==> src/rtl/stream_mux_nto1.sv <==
// Registered N-to-1 valid/ready stream multiplexer with fixed-select or round-robin grant.
// One-cycle latency, full throughput. The new beat may replace the held one in the same cycle.
module stream_mux_nto1 #(
  parameter int N     = 4,
  parameter int WIDTH = 8
) (
  input  logic                      clk,
  input  logic                      rst,
  input  logic                      mode,
  input  logic [$clog2(N)-1:0]      sel,
  input  logic [N-1:0]              in_valid,
  input  logic [N*WIDTH-1:0]        in_data,
  output logic [N-1:0]              in_ready,
  output logic                      out_valid,
  output logic [WIDTH-1:0]          out_data,
  output logic [$clog2(N)-1:0]      out_chan,
  input  logic                      out_ready
);

  localparam int CW = $clog2(N);

  logic             r_out_valid;
  logic [WIDTH-1:0] r_out_data;
  logic [CW-1:0]    r_out_chan;
  logic [CW-1:0]    r_ptr;

  logic             w_load_en;
  logic             w_fix_found;
  logic             w_rr_found;
  logic [CW-1:0]    w_rr_grant;
  logic [CW-1:0]    w_scan_idx;
  logic             w_grant_found;
  logic [CW-1:0]    w_grant;
  logic [N-1:0]     w_ready;
  logic             w_xfer;
  logic [WIDTH-1:0] w_ch_data [N];

  for (genvar i = 0; i < N; i++) begin : g_split
    assign w_ch_data[i] = in_data[i*WIDTH +: WIDTH];
  end

  assign w_load_en   = !r_out_valid || out_ready;
  assign w_fix_found = (int'(sel) < N);

  // Round-robin scan: first valid channel after the last granted one, wrapping modulo N.
  always_comb begin
    w_rr_found = 1'b0;
    w_rr_grant = '0;
    w_scan_idx = '0;
    for (int k = 1; k <= N; k++) begin
      w_scan_idx = CW'((int'(r_ptr) + k) % N);
      if (!w_rr_found && in_valid[w_scan_idx]) begin
        w_rr_found = 1'b1;
        w_rr_grant = w_scan_idx;
      end else begin
        w_rr_found = w_rr_found;
      end
    end
  end

  // Grant and ready; reset forces every ready low so no handshake slips through.
  always_comb begin
    w_grant_found = 1'b0;
    w_grant       = '0;
    w_ready       = '0;
    if (mode) begin
      w_grant_found = w_rr_found;
      w_grant       = w_rr_grant;
    end else begin
      w_grant_found = w_fix_found;
      w_grant       = sel;
    end
    if (w_grant_found && w_load_en && !rst) begin
      w_ready[w_grant] = 1'b1;
    end else begin
      w_ready = '0;
    end
  end

  assign w_xfer = w_grant_found && w_load_en && in_valid[w_grant];

  // Output register and round-robin pointer.
  always_ff @(posedge clk or posedge rst) begin
    if (rst) begin
      r_out_valid <= 1'b0;
      r_out_data  <= '0;
      r_out_chan  <= '0;
      r_ptr       <= CW'(N - 1);
    end else if (w_xfer) begin
      r_out_valid <= 1'b1;
      r_out_data  <= w_ch_data[w_grant];
      r_out_chan  <= w_grant;
      if (mode) begin
        r_ptr <= w_grant;
      end
    end else if (r_out_valid && out_ready) begin
      r_out_valid <= 1'b0;
    end
  end

  assign in_ready  = w_ready;
  assign out_valid = r_out_valid;
  assign out_data  = r_out_data;
  assign out_chan  = r_out_chan;

endmodule
==> config.mk <==
export PLATFORM = sky130hd
export DESIGN_NAME = stream_mux_nto1
export DESIGN_NICKNAME = d
export VERILOG_FILES = /design/src/rtl/stream_mux_nto1.sv
export SDC_FILE = /design/constraint.sdc
export NUM_CORES = 1
export LEC_CHECK = 0
export BUFFER_PORTS_ARGS = -buffer_cell sky130_fd_sc_hd__buf_2
export CAP_MARGIN = 20
export CORE_MARGIN = 3
export CORE_UTILIZATION = 39
export DETAILED_ROUTE_END_ITERATION = 7
export HOLD_SLACK_MARGIN = 0.02
export PLACE_DENSITY_LB_ADDON = 0.3
export SLEW_MARGIN = 40
export SYNTH_ARGS = -nofsm -noshare
export SYNTH_HDL_FRONTEND = slang
export SYNTH_SLANG_ARGS = --single-unit
==> constraint.sdc <==
create_clock -name clk -period 2.2 [get_ports clk]
set_input_delay 0.44 -clock clk [delete_from_list [all_inputs] [get_ports clk]]
set_output_delay 0.44 -clock clk [all_outputs]
set_load 0.02 [all_outputs]
==> run summary, run 1 <==
After synthesis, flip-flops and latches occupy 34.0% of the total area. Of the post-synthesis cell area, the dominant cell type holds 28.6%. By area the synthesized netlist is led by sky130_fd_sc_hd__dfrtp_1 (29%), sky130_fd_sc_hd__mux4_2 (14%), sky130_fd_sc_hd__mux2_4 (12%). At the worst endpoint, the arrival time is 2.05 ns. The classification of the worst setup path is register to primary output. The length of the first detailed-routing pass in iterations is 4. The gate count after technology mapping is 77. Relative to the synthesized area, the layout overhead comes to 62.1%.

STA classifies the critical path endpoint as a primary output. The clock input transition at the sequential cells of the worst setup and hold paths is 0.09 ns. The startpoint class of the critical path is a register. The worst register-to-register path begins at r_ptr[1]$_DFFE_PP1P_.

The maximum net fanout on the critical path came out at 9. The run finished, with violations left. The number of levels the H-tree was split into came out at 1. After detailed routing, the number of remaining DRC violations is 0. The post-route netlist has 72.0% of its cells at a drive strength greater than 1. Summed over all instances, the cell type with the most area after synthesis is sky130_fd_sc_hd__dfrtp_1. Walking the worst path, the cells encountered are nand2b_4, a21oi_2, or3_4, a31oi_4, buf_12, inv_1, nor2_4, buf_4.

Summed over all nets, the half-perimeter wirelength after detailed placement is 2.20 mm. The via count of the first global-routing pass is 1006. Global routing used 18.3% of the available tracks across all layers. The clock insertion delay at the later pin of the skew report came out at 0.28 ns. The via-per-instance ratio is 5.11. For this block, the routed nets add up to 2.76 mm of wire.

The global-route wire length before repair came out at 4.51 mm. The worst setup margin came out at -0.290 ns. Power spread over the standard cell area amounts to 1040 nW/um^2.

The clock skew after layout came out at 0.00624 ns. In this run, CTS created clock tree buffers numbering 3. The net count of the mapped netlist is 119.

The CTS tree is done. The number of failing setup endpoints in the final timing report is 14. The distinct cell type count after synthesis came out at 34. Hold timing on the final database bottoms out at a slack of 0.184 ns. The cell area reported after detailed placement is 1450 um^2.

The minimum clock period is 2.49 ns. The synthesized area came out at 963 um^2. The initial standard-cell utilization of the core is 42.3%. The maximum number of pins on one net before global-route repair came out at 14.

The chip height is 55.7 um. The per-instance average area after synthesis is 12.5 um^2. The initialized floorplan defines 17 standard-cell rows. Derived from the worst setup path, the maximum achievable clock frequency is 402 MHz. For this run, the leading register cell type out of synthesis is sky130_fd_sc_hd__dfrtp_1. Counting flops and latches in the post-synthesis netlist gives 13. The antenna diode count is 0. The final hold violation count is 0. In this run the worst setup path begins at r_ptr[1]$_DFFE_PP1P_.

The minimum setup slack among reg-to-reg paths came out at -0.24 ns. The final reports fail on setup timing. The final standard cell area without fillers came out at 1560 um^2.

Data on the critical path is required at its endpoint by 1.76 ns. The clock sink total is 13. The number of slew-limit violations in the final report is 0. The proportion of synthesized flip-flops having asynchronous set or reset came out at 100%. The path category of the worst min-delay check is primary input to async pin.

The maximum clock insertion buffer count came out at 2. The total overflow left after global routing is 0. The area used by multi-input combinational logic is 649 um^2.

The maximum ir drop on the vdd rail is 694 uV. The normalized max-slew margin is 79.6%. The area used by sequential logic in the layout is 328 um^2. The floorplan core area came out at 2280 um^2. Setup repair after global routing could not meet its margin everywhere.

The pin slew with the least headroom to its limit came out at 0.302 ns. The largest single stage delay on the critical path is 0.59 ns. The critical-path cell with the highest stage delay is sky130_fd_sc_hd__dfstp_2. The cell sitting at the root of the clock tree is a sky130_fd_sc_hd__clkbuf_4. The overall via count from detail_route came out at 945. By count the netlist is led by sky130_fd_sc_hd__dfrtp_1 (11), sky130_fd_sc_hd__mux2_4 (8), sky130_fd_sc_hd__nor2_1 (7).

The floorplan step set the die width to 55.7 um. The placer congestion estimate is 0.910. The number of maximum-capacitance constraint violations came out at 0. Among all cell types in the netlist, the one instantiated most often is sky130_fd_sc_hd__dfrtp_1.

The post-route antenna net violation count is 0. Timing analysis after detailed placement gives a worst setup slack of -0.264 ns. The number of warnings reported in the yosys synthesis log came out at 0. After detailed routing, the average wire length per cell comes to 14.9 um.

The number of antenna violations at the first check in global routing is 0. The count of boundary I/O pins came out at 57. After the last flow step, the layout net total stands at 200. The count of buffers inserted at the top-level ports came out at 56. The final clock period utilization by the worst path came out at 113%. The number of inserted filler cells in the final layout came out at 151. The die area is 3100 um^2. For this design the static power due to leakage is 0.000781 uW. The number of flops mapped to enable cells by yosys came out at 0.

The DRC violation total after the first TritonRoute iteration is 18.
cells in the final DEF, fill, tap and decap left out, types with 4 or more instances in the layout:
master / instances
sky130_fd_sc_hd__buf_2: 52
sky130_fd_sc_hd__mux2_4: 8
sky130_fd_sc_hd__nand2_1: 4
sky130_fd_sc_hd__inv_1: 4
sky130_fd_sc_hd__mux4_2: 7
sky130_fd_sc_hd__buf_4: 22
sky130_fd_sc_hd__dfrtp_1: 11
sky130_fd_sc_hd__nor2_1: 4
metrics by stage:
stage | setup TNS [ns] | std cells | total power (uW) | utilization [%]
floorplan | -0.950 | 77 | 1070 | -
global placement | -2.43 | 174 | 1360 | 63.8
detailed placement | -3.13 | 174 | 1390 | 63.8
CTS | -2.97 | 184 | 1600 | 67.3
global route | -4.03 | 185 | 1730 | 68.6
finish | -3.00 | 185 | 1620 | 68.6
cell families (layout without fill, tap and decap cells):
group / Yosys count / in the layout / share of synthesized area [%]
muxes: 19 / 19 / 35.2
and+or+nand+nor: 27 / 27 / 16.4
AOI/OAI and AO/OA: 11 / 11 / 10.5
DFF: 13 / 13 / 34.0
buffers and inverters: 7 / 87 / 3.90
flip-flops by register name, indices dropped and copies added (netlist names):
register   count
out_valid      1
out_data       8
out_chan       2
r_ptr          2
worst max-delay path, delay by kind of cell (launching register included):
family,cells,cell delay (ns)
compound gates,2,0.22
buf+inv,3,0.37
flops,1,0.59
simple gates,3,0.59
area by class of cell:
type | instances | share of cell area [%]
Sequential cell | 13 | 21.0
Clock buffer | 4 | 1.68
Timing Repair Buffer | 79 | 32.5
Inverter | 4 | 0.962
Multi-Input combinational cell | 57 | 41.6
Tap cell | 28 | 2.24
layer usage:
| metal | track usage [%] | part of all wire, % | vias up |
|---|---|---|---|
| li1 | - | - | 458 |
| met1 | 19.0 | 37 | 438 |
| met2 | 34.0 | 54 | 41 |
| met3 | 6.26 | 7.1 | 8 |
| met4 | 6.25 | 2.4 | 0 |
| met5 | 0 | 0 | - |
power by group:
part | switching [uW] | leakage, uW | internal [uW] | total, uW
clock | 82.7 | 0.0000150 | 70.4 | 153
combinational | 458 | 0.000617 | 557 | 1020
sequential | 82.8 | 0.000149 | 372 | 455
total | 624 | 0.000781 | 1000 | 1620
repair_timing:
action                     CTS  global route
setup endpoints to repair   14            14
pin swaps                    2             4
hold buffers                 0             0
setup buffers                6             1
resized for setup            3             7
worst paths after layout:
| kind | depth (start not counted) | endpoint |
|---|---|---|
| max | 8 | in_ready[1] |
| max reg2reg | 8 | out_data[4]$_DFFE_PP0P_ |
| min in group clk | 3 | out_valid$_DFFE_PP0P_ |
| max in group asynchronous | 3 | r_ptr[0]$_DFFE_PP1P_ |
| min reg2reg | 1 | out_data[3]$_DFFE_PP0P_ |
| min | 3 | out_valid$_DFFE_PP0P_ |
Power figures use the tool's default switching activity.
==> inputs of run 2 (changes only) <==
--- a/config.mk
+++ b/config.mk
@@ -5,10 +5,12 @@
 export SDC_FILE = /design/constraint.sdc
 export NUM_CORES = 1
 export LEC_CHECK = 0
+export ABC_AREA = 1
 export BUFFER_PORTS_ARGS = -buffer_cell sky130_fd_sc_hd__buf_2
 export CAP_MARGIN = 20
+export CORE_ASPECT_RATIO = 1.2
 export CORE_MARGIN = 3
-export CORE_UTILIZATION = 39
+export CORE_UTILIZATION = 42
 export DETAILED_ROUTE_END_ITERATION = 7
 export HOLD_SLACK_MARGIN = 0.02
 export PLACE_DENSITY_LB_ADDON = 0.3
==> run 2 against run 1 <==
Effect of this change:
- the run still ends with setup timing left
- largest power group unchanged
- clock-buffer cell count stayed put
- flip-flop and latch count stayed put
- critical path depth is 6 higher
- area after synthesis is 30% higher
- sequential share of layout area is 4.3 points lower
==> run summary, run 2 <==
The run finished, with violations left. The final reports fail on setup timing. The antenna diode count is 0 (unchanged). The overall track demand over capacity in global routing is 19.7% (+1.4 points). The final standard cell area without fillers is 1960 um^2 (+26%). The flip-flop count of the largest register after layout came to 8 (unchanged). The initial standard-cell utilization of the core was 44.6% (+2.3 points).

The number of levels the H-tree was split into came to 1 (unchanged). Counting stages on the worst path, the most repeated cell is sky130_fd_sc_hd__nand2_2. The clock sink total is 13 (unchanged). The number of nets in the layout came out at 336 (+68%). The library cell used most frequently in the layout, excluding fill and tap cells, is sky130_fd_sc_hd__nand2_1. The via-per-instance ratio came out at 4.75 (-7.1%).

The critical-path cell with the highest stage delay is sky130_fd_sc_hd__dfstp_2. The die area came to 3680 um^2 (+19%). The endpoint identified for the worst register-to-register timing path is out_data[6]$_DFFE_PP0P_. By area the synthesized netlist is led by sky130_fd_sc_hd__nand2_1 (38%), sky130_fd_sc_hd__dfrtp_1 (22%), sky130_fd_sc_hd__nand3_1 (6.8%). Setup repair after global routing could not meet its margin everywhere. The switching share of power came out at 51.9% (+13 points).

The quantity of hold-fixing buffers added after cts came out at 0 (unchanged). The leakage power summed over all cells is 0.00115 uW (+47%). The count of buffers inserted at the top-level ports came out at 56 (unchanged).

The number of inserted filler cells in the final layout is 267 (+77%). By count the netlist is led by sky130_fd_sc_hd__nand2_1 (127), sky130_fd_sc_hd__nand3_1 (17), sky130_fd_sc_hd__nand2_2 (13). The number of slew-limit violations in the final report came out at 0 (unchanged). Leaving out fill and tap cells, the most frequent cells in the layout are sky130_fd_sc_hd__nand2_1 (117), sky130_fd_sc_hd__buf_2 (52), sky130_fd_sc_hd__buf_4 (21).

The distinct cell type count after synthesis came to 24 (-29%). The register bit count reported by yosys is 13 (unchanged). The maximum number of pins on one net before global-route repair is 18 (+4). The worst hold path belongs to the class primary input to async pin. The placer congestion estimate came out at 0.810 (-11%). The proportion of synthesized flip-flops having asynchronous set or reset is 100% (unchanged). The per-instance average area after synthesis came out at 5.89 um^2 (-53%).

Summed over all instances, the cell type with the most area after synthesis is sky130_fd_sc_hd__nand2_1. The clock insertion delay at the later pin of the skew report came out at 0.27 ns (about the same). The area used by multi-input combinational logic is 933 um^2 (+44%). The count of boundary I/O pins is 57 (unchanged). The maximum clock insertion buffer count is 2 (unchanged). The floorplan core area came out at 2810 um^2 (+24%). The clock share of power came to 5.1% (-4.3 points). The worst setup margin is -0.376 ns (-0.0861 ns). By instance count, the leading cell after synthesis is sky130_fd_sc_hd__nand2_1. The data required time of the worst path was 1.76 ns (about the same).

The global-route wire length before repair is 5.75 mm (+27%). The depth of the worst register-to-register path is 19 (+11). The critical path goes through inv_6, nand2_1, nand2_2, nand2_2, nand2_2, nand2_1, nand2_2, nor2_1, nand2_1, nand2_2, nand2_4, buf_6, nor3_4, buf_6. The net count of the mapped netlist is 255 (+110%). The internal power of the cells is 1370 uW (+37%). The number of maximum-capacitance constraint violations is 0 (unchanged). The clock skew after layout came out at 0.000364 ns (-0.00588 ns).

The highest clock frequency the design can meet came to 388 MHz (-3.3%). The via count of the first global-routing pass came out at 1426 (+42%). The post-route antenna net violation count came out at 0 (unchanged). The largest incremental delay on the critical path came out at 0.63 ns (+0.04 ns). The length of the first detailed-routing pass in iterations is 4 (unchanged). The reported net switching power came to 1480 uW (+140%). The minimum setup slack among reg-to-reg paths came to -0.09 ns (+0.15 ns).

The worst register-to-register path begins at r_ptr[0]$_DFFE_PP1P_. The fraction of final layout cells sized beyond drive strength 1 is 46.1% (-26 points). The width of the die is 55.9 um (+0.31%). The core occupancy in the finished layout was 69.7% (+1.1 points).

The classification of the worst setup path is register to primary output. The total clock buffers created by CTS was 3 (unchanged). The DRC violation count after routing is 0 (unchanged).

The minimum clock period is 2.58 ns (+0.0861 ns). The maximum net fanout on the critical path came to 8 (-1). The number of placement rows is 21 (+4). The global-route congestion overflow total is 0 (unchanged). The normalized max-slew margin came out at 84.9% (+5.2 points). TritonCTS built the clock tree.

The sequential share of power came out at 15.7% (-12 points). The power share of the combinational group came out at 79.2% (+17 points). The share of the synthesized area in the top cell type is 38.0% (+9.5 points).

The number of failing setup endpoints in the final timing report came out at 16 (+2). The maximum ir drop on the vdd rail is 812 uV (+17%). The wire length after detailed routing came out at 3.65 mm (+32%). The final clock period utilization by the worst path came out at 117% (+3.9 points). The clock input transition at the sequential cells of the worst setup and hold paths was 0.08 ns (about the same). The pin slew with the least headroom to its limit was 0.227 ns (-0.0746 ns).

The area used by sequential logic in the layout came out at 328 um^2 (unchanged). The sequential fraction of the synthesis area is 26.1% (-7.9 points). The estimated wirelength of the detail-placed design came out at 2.83 mm (+28%).

The synthesized area is 1250 um^2 (+30%). The arrival time of data at the critical path endpoint was 2.14 ns (+0.09 ns). The number of flops mapped to enable cells by yosys is 0 (unchanged). The number of antenna violations at the first check in global routing is 0 (unchanged). The gate count after technology mapping is 213 (+180%). STA classifies the critical path endpoint as a primary output.

The tree is rooted in a sky130_fd_sc_hd__clkbuf_4. The average wire per cell in the routed design is 11.2 um (-25%). The startpoint class of the critical path is a register.

The final hold violation count is 0 (unchanged). The dominant synthesized flop cell is sky130_fd_sc_hd__dfrtp_1. The overall via count from detail_route came out at 1552 (+64%). The power per cell area came to 1460 nW/um^2 (+40%). The chip height came out at 65.9 um (+18%). The relative area change from synthesis to final layout is 56.4%. The cell area reported after detailed placement is 1730 um^2 (+19%). The DRC violation total after the first TritonRoute iteration came out at 46 (+28).

The number of warnings reported in the yosys synthesis log is 0 (unchanged). The worst slack at placement came out at -0.143 ns (+0.121 ns).
==> run 2: power groups by stage <==
stage	registers, uW	clock network [uW]	logic, uW
2_1_floorplan	543	0	1320
3_3_place_gp	452	0	1860
3_5_place_dp	454	0	1870
4_1_cts	447	154	2110
5_1_grt	461	163	2510
6_report	448	146	2260
==> run 2: kinds of logic after synthesis <==
family | count (synthesis) | synth area share, %
AND/OR/NAND/NOR | 171 | 59.4
buffers and inverters | 22 | 11.0
flip-flops | 13 | 26.1
AO/OA/AOI/OAI | 7 | 3.49
==> run 2: per-layer routing <==
metal	global-route usage, %	up-vias	wire length (um)
li1	-	822	-
met1	21.7	676	1480
met5	0	-	0
met2	38.6	46	1930
met4	6.82	0	85
met3	2.54	8	163
==> run 2: how the worst max path moves through the flow <==
stage                     slack (ns)                  from                      end  cells after the start
after floorplan                -0.06  r_ptr[0]$_DFFE_PP1P_              in_ready[1]                     15
after global placement         -0.12  r_ptr[0]$_DFFE_PP1P_              in_ready[2]                     13
after detailed placement       -0.14  r_ptr[0]$_DFFE_PP1P_  out_chan[1]$_DFFE_PP0P_                     18
after CTS                      -0.38  r_ptr[0]$_DFFE_PP1P_              in_ready[1]                     14
after global routing           -0.50  r_ptr[0]$_DFFE_PP1P_              in_ready[0]                     14
final                          -0.38  r_ptr[0]$_DFFE_PP1P_              in_ready[1]                     14
==> run 2: area by class of cell <==
| class | count | area share, % |
|---|---|---|
| clock buffer | 4 | 1.34 |
| inverter | 13 | 3.00 |
| multi-input combinational | 179 | 47.6 |
| sequential | 13 | 16.7 |
| tap | 34 | 2.17 |
| timing repair buffer | 84 | 29.2 |
==> run 2: repair_timing <==
action / CTS / global route
pin swaps: 14 / 6
endpoints found under the setup margin: 17 / 17
buffers inserted: 7 / 2
gates cloned: 0 / 1
resized for setup: 23 / 13
==> run 2: metrics by stage <==
| step | hold WS [ns] | cells | setup TNS (ns) | power, uW |
|---|---|---|---|---|
| 6_report | 0.187 | 327 | -2.26 | 2860 |
| 5_1_grt | 0.204 | 327 | -4.82 | 3130 |
| 4_1_cts | 0.185 | 324 | -2.06 | 2710 |
| 3_5_place_dp | 0.461 | 314 | -1.92 | 2330 |
| 3_3_place_gp | 0.464 | 314 | -1.24 | 2320 |
| 2_1_floorplan | 0.324 | 213 | -0.197 | 1860 |
==> run 2: worst max-delay path: cells and delay by family (launching register included) <==
family / cells / cell delay, ns
flip-flops: 1 / 0.63
AND/OR/NAND/NOR: 11 / 0.90
buffers and inverters: 3 / 0.33
